$ cat config.mk
export PLATFORM = sky130hd
export DESIGN_NAME = vga_timing_out
export DESIGN_NICKNAME = d
export VERILOG_FILES = /design/src/rtl/vga_pkg.sv /design/src/rtl/sync_delay_line.sv /design/src/rtl/vga_timing_out.sv
export SDC_FILE = /design/constraint.sdc
export NUM_CORES = 1
export LEC_CHECK = 0
export BUFFER_PORTS_ARGS = -buffer_cell sky130_fd_sc_hd__buf_4
export CAP_MARGIN = 20
export CORE_MARGIN = 4
export CORE_UTILIZATION = 30
export DETAILED_ROUTE_END_ITERATION = 16
export SLEW_MARGIN = 20
export SYNTH_ARGS = -nofsm -noshare
export SYNTH_HDL_FRONTEND = slang
export SYNTH_SLANG_ARGS = --single-unit
$ cat constraint.sdc
create_clock -name clk -period 3.5 [get_ports clk]
set_clock_uncertainty 0.2 [all_clocks]
set_input_delay 0.7 -clock clk [delete_from_list [all_inputs] [get_ports clk]]
set_output_delay 0.7 -clock clk [all_outputs]
set_load 0.005 [all_outputs]
$ cat src/rtl/vga_pkg.sv
// Shared raster constants, the 24-bit colour type and a window helper for
// the VGA output path.
package vga_pkg;

  localparam int COORD_W = 11;

  localparam int DEF_H_ACTIVE = 640;
  localparam int DEF_H_FP     = 16;
  localparam int DEF_H_SYNC   = 96;
  localparam int DEF_H_BP     = 48;
  localparam int DEF_V_ACTIVE = 480;
  localparam int DEF_V_FP     = 10;
  localparam int DEF_V_SYNC   = 2;
  localparam int DEF_V_BP     = 33;

  localparam int DEF_H_TOTAL = DEF_H_ACTIVE + DEF_H_FP + DEF_H_SYNC + DEF_H_BP;
  localparam int DEF_V_TOTAL = DEF_V_ACTIVE + DEF_V_FP + DEF_V_SYNC + DEF_V_BP;

  typedef struct packed {
    logic [7:0] red;
    logic [7:0] green;
    logic [7:0] blue;
  } rgb24_t;

  // True when val lies in [lo, lo+len-1].
  function automatic logic in_window(input logic [COORD_W-1:0] val,
                                     input int lo, input int len);
    return (int'(val) >= lo) && (int'(val) < lo + len);
  endfunction

endpackage

$ cat src/rtl/sync_delay_line.sv
// Fixed-depth shift register with a per-bit reset value; depth 0 is a wire.
module sync_delay_line #(
  parameter int              DEPTH     = 2,
  parameter int              WIDTH     = 3,
  parameter logic [WIDTH-1:0] RESET_VAL = '0
) (
  input  logic             clk,
  input  logic             reset,
  input  logic [WIDTH-1:0] din,
  output logic [WIDTH-1:0] dout
);

  generate
    if (DEPTH == 0) begin : g_wire
      logic unused_ok;
      assign unused_ok = &{1'b0, clk, reset};
      assign dout = din;
    end else begin : g_shift
      logic [WIDTH-1:0] stage [DEPTH];

      always_ff @(posedge clk) begin
        if (reset) begin
          for (int i = 0; i < DEPTH; i++) stage[i] <= RESET_VAL;
        end else begin
          stage[0] <= din;
          for (int i = 1; i < DEPTH; i++) stage[i] <= stage[i-1];
        end
      end

      assign dout = stage[DEPTH-1];
    end
  endgenerate

endmodule

$ cat src/rtl/vga_timing_out.sv
// Free-running raster generator plus the registered, blanked output stage that
// lines sync/blank up with colour arriving PIPE_DELAY clocks after coordinates.
module vga_timing_out
  import vga_pkg::*;
#(
  parameter int   H_ACTIVE   = DEF_H_ACTIVE,
  parameter int   H_FP       = DEF_H_FP,
  parameter int   H_SYNC     = DEF_H_SYNC,
  parameter int   H_BP       = DEF_H_BP,
  parameter int   V_ACTIVE   = DEF_V_ACTIVE,
  parameter int   V_FP       = DEF_V_FP,
  parameter int   V_SYNC     = DEF_V_SYNC,
  parameter int   V_BP       = DEF_V_BP,
  parameter int   PIPE_DELAY = 2,
  parameter logic SYNC_POL   = 1'b0
) (
  input  logic               clk,
  input  logic               reset,
  input  logic [7:0]         redIn,
  input  logic [7:0]         greenIn,
  input  logic [7:0]         blueIn,
  output logic [COORD_W-1:0] pixelX,
  output logic [COORD_W-1:0] pixelY,
  output logic               pixelValid,
  output logic               startOfFrame,
  output logic               hSync,
  output logic               vSync,
  output logic               blankN,
  output logic [7:0]         redOut,
  output logic [7:0]         greenOut,
  output logic [7:0]         blueOut
);

  localparam int H_TOTAL = H_ACTIVE + H_FP + H_SYNC + H_BP;
  localparam int V_TOTAL = V_ACTIVE + V_FP + V_SYNC + V_BP;

  localparam logic [COORD_W-1:0] H_LAST = COORD_W'(H_TOTAL - 1);
  localparam logic [COORD_W-1:0] V_LAST = COORD_W'(V_TOTAL - 1);
  localparam logic [COORD_W-1:0] H_VIS  = COORD_W'(H_ACTIVE);
  localparam logic [COORD_W-1:0] V_VIS  = COORD_W'(V_ACTIVE);

  logic [COORD_W-1:0] h_cnt, v_cnt, h_next, v_next;
  logic               h_wrap;

  always_comb begin
    h_wrap = (h_cnt == H_LAST);
    h_next = h_wrap ? '0 : h_cnt + COORD_W'(1);
    v_next = v_cnt;
    if (h_wrap) v_next = (v_cnt == V_LAST) ? '0 : v_cnt + COORD_W'(1);
  end

  // Coordinate outputs register the next count so (0,0) appears on the very
  // first clock after reset release.
  always_ff @(posedge clk) begin
    if (reset) begin
      h_cnt        <= H_LAST;
      v_cnt        <= V_LAST;
      pixelX       <= '0;
      pixelY       <= '0;
      pixelValid   <= 1'b0;
      startOfFrame <= 1'b0;
    end else begin
      h_cnt        <= h_next;
      v_cnt        <= v_next;
      pixelX       <= h_next;
      pixelY       <= v_next;
      pixelValid   <= (h_next < H_VIS) && (v_next < V_VIS);
      startOfFrame <= (h_next == '0) && (v_next == '0);
    end
  end

  logic       hs_raw, vs_raw;
  logic [2:0] raw_bus, dly_bus;

  assign hs_raw  = in_window(pixelX, H_ACTIVE + H_FP, H_SYNC);
  assign vs_raw  = in_window(pixelY, V_ACTIVE + V_FP, V_SYNC);
  assign raw_bus = {hs_raw, vs_raw, pixelValid};

  sync_delay_line #(
    .DEPTH     (PIPE_DELAY),
    .WIDTH     (3),
    .RESET_VAL (3'b000)
  ) u_delay (
    .clk   (clk),
    .reset (reset),
    .din   (raw_bus),
    .dout  (dly_bus)
  );

  rgb24_t colour_in, colour_out;

  assign colour_in = '{red: redIn, green: greenIn, blue: blueIn};

  // Final stage: colour sampled now belongs to the delayed valid bit.
  always_ff @(posedge clk) begin
    if (reset) begin
      hSync      <= ~SYNC_POL;
      vSync      <= ~SYNC_POL;
      blankN     <= 1'b0;
      colour_out <= '0;
    end else begin
      hSync      <= dly_bus[2] ? SYNC_POL : ~SYNC_POL;
      vSync      <= dly_bus[1] ? SYNC_POL : ~SYNC_POL;
      blankN     <= dly_bus[0];
      colour_out <= dly_bus[0] ? colour_in : '0;
    end
  end

  assign redOut   = colour_out.red;
  assign greenOut = colour_out.green;
  assign blueOut  = colour_out.blue;

endmodule

==> impl_metrics.py <==
metrics = {
    "final_layout": {
        "area_growth_pct": 30.0,
        "drive_gt1_share_pct": 28.4,
        "layout_commonest_cell": "buf_4",
        "nets": 381,
        "num_antenna_cells": 0,
        "final_cell_mix": "buf_4 (80), dfxtp_1 (67), and2_1 (25)",
    },
    "hold_path": {
        "holdPathStages": 1,
        "hold_path.class": "flop to flop",
    },
    "global_routing": {
        "antenna_found_initial": 0,
        "grt_pass1_vias": 2041,
        "grt.total_usage_pct": 12.2,
        "overflow": 0,
        "grt_max_degree": 28,
        "grt_pass1_wl_mm": 9.94,
    },
    "clock_tree": {
        "cts.sinks": 67,
        "insertion_delay_ps": 340,
        "clkSlewWorstSetupHoldPaths_ps": 70,
        "root_buffer": "clkbuf_8",
        "hold_buffers": 0,
        "htree_levels": 3,
        "ctsResizeCount": 0,
        "cts_buffers": 9,
        "cts_tree": "done",
        "clk_path_buf_depth": 2,
        "postCtsSetupBuffers": 0,
    },
    "logic_synthesis": {
        "syn_inst": 291,
        "synth_area_leaders": "dfxtp_1 (50%), and2_1 (5.9%), buf_4 (3.7%)",
        "synth_top_cell_area_share_pct": 50.3,
        "yosysWarnings": 0,
        "synth_seq_cells": 67,
        "syn_nets": 321,
        "yosysUniqueCellTypes": 38,
        "synth_area_leader_cell": "dfxtp_1",
        "synth.avg_cell_area_sq_um": 9.16,
        "synth.cell_area_sq_um": 2670,
        "ys_seq_area_share_pct": 50.3,
    },
    "timing": {
        "rsz0062_at_grt": "no",
        "fin_crit_ps": 2800,
        "timing.final.max_slew_violations": 0,
        "setup_ws_ps": 702,
        "setup_viol": 0,
        "fmax_ghz": 0.357,
        "tns_ps": 0,
        "maxSlewHeadroom_pct": 43.8,
        "hold_violations": 0,
        "worstMarginPinSlew_ps": 835,
        "period_share_pct": 80.0,
    },
    "setup_path": {
        "critPathMaxFanout": 11,
        "path_class": "flop to flop",
        "max_stage_delay_ps": 610,
        "slowest_stage": "or4_4",
        "cp_data_arrival_time_ps": 2850,
        "end_kind": "flop",
        "crit_required_ps": 3550,
        "critPathLaunchType": "flop",
        "rr_worst_depth": 6,
        "crit_path_cell_trace": "or4_4 -> or3_1 -> or4_1 -> o311ai_1 -> nand3_1 -> nor4_1",
    },
    "floorplanning": {
        "start_util_pct": 30.7,
        "core_area_sq_um": 8680,
        "die_w_um": 102,
        "placementRows": 34,
        "ios": 77,
        "die_area_sq_um": 10500,
        "die_y_um": 102,
    },
    "detailed_routing": {
        "drcViolationCount": 0,
        "vias_per_cell": 4.67,
        "dr_total_vias": 2167,
        "wl_per_cell_um": 13.4,
        "drtIter0Drc": 184,
        "routed_wirelength_mm": 6.22,
        "postRouteAntennaNets": 0,
        "drt_pre_antenna_iters": 4,
    },
    "place": {
        "port-buffer-count": 76,
        "place_ws_ps": 737,
        "hpwl_mm": 4.51,
        "gp_congestion": 0.806,
    },
    "pwr": {
        "peakVddDrop_mv": 0.215,
        "leakage_nw": 1.49,
        "p_per_area_nw_per_um2": 723,
    },
    "job": {
        "maxCapViolations": 0,
    },
    "outcome": {
        "outcome": "finished clean",
    },
}
-- synthesized netlist by cell type --
master and instances:
dfxtp_1 67, and2_1 25, nor2_1 24, nand2_1 19
clkbuf_1 17, nand3_1 14, nor3_1 14, buf_4 13
o21ai_0 12, xnor2_1 10, xor2_1 10, nand4_1 8
nor2b_1 6, a21oi_1 5, and3_1 5, nor4_1 5
ha_1 4, inv_1 4, nand3b_1 3, or2_2 3
a211oi_1 2, a31oi_1 2, o211ai_1 2, or3_1 2
or4_1 2, a22oi_1 1, a311oi_1 1, and4_1 1
buf_6 1, nand2b_1 1, nor3_2 1, o2111ai_1 1
o311a_1 1, o311ai_1 1, o31ai_1 1, or4_4 1
or4b_1 1, or4b_2 1
-- path summary, 6_finish.rpt --
kind | start | slack, ps | to
setup reg to reg | pixelX[5]$_SDFF_PP0_ | 700 | startOfFrame$_SDFF_PP0_
hold reg to reg | u_delay.g_shift.stage[0][5]$_SDFF_PP0_ | 170 | hSync$_SDFF_PP1_
setup / recovery | pixelX[5]$_SDFF_PP0_ | 700 | startOfFrame$_SDFF_PP0_
hold / removal | u_delay.g_shift.stage[0][5]$_SDFF_PP0_ | 170 | hSync$_SDFF_PP1_
-- metal layers --
layer	GRT usage (%)	wire length [um]	vias to the layer above
li1	-	-	1091
met1	15.2	2850	980
met2	18.5	2570	90
met3	5.87	744	6
met4	4.34	51	0
met5	0	0	-
-- logic make-up after synthesis --
group | count (synthesis) | share of synthesized area [%]
AO/OA/AOI/OAI | 29 | 6.71
buffers and inverters | 35 | 7.04
AND/OR/NAND/NOR | 136 | 27.5
XOR/XNOR | 20 | 6.57
adder cells (fa/ha/maj) | 4 | 1.88
flip-flops | 67 | 50.3
-- metrics by stage --
step / instances / power (mW) / hold slack (ps) / cell area [sq um] / utilization, %
after floorplan: 291 / 1.51 / 143 / 2670 / -
after global placement: 448 / 1.77 / 148 / 3230 / 37.2
after detailed placement: 448 / 1.77 / 154 / 3230 / 37.2
after CTS: 464 / 2.53 / 172 / 3470 / 40.0
after global routing: 464 / 2.69 / 178 / 3470 / 40.0
final: 464 / 2.51 / 167 / 3470 / 40.0
-- where the power goes --
part           switching [mW]  total [mW]  internal, mW
logic                   0.377       0.718         0.341
clock network           0.285       0.746         0.461
registers               0.154        1.04         0.889
-- area by class of cell --
cell class	instances	area, sq um
Clock buffer	13	169
Timing Repair Buffer	80	601
Fill cell	856	5210
Sequential cell	67	1340
Clock inverter	3	68.8
Multi-Input combinational cell	189	1140
Tap cell	108	135
Inverter	4	15.0
-- flip-flops by register name, indices dropped and copies added, names as in the netlist, 3 cells and up --
register / cells
u_delay.g_shift.stage: 6
pixelX: 11
greenOut: 8
h_cnt: 7
pixelY: 11
redOut: 8
v_cnt: 3
blueOut: 8
-- worst max-delay path, delay by kind of cell, from the launching register on --
kind	cells	cell delay [ps]
AOI/OAI and AO/OA	1	100
DFF	1	430
and+or+nand+nor	5	1980
Note: power is estimated with default switching activity, not from simulation.
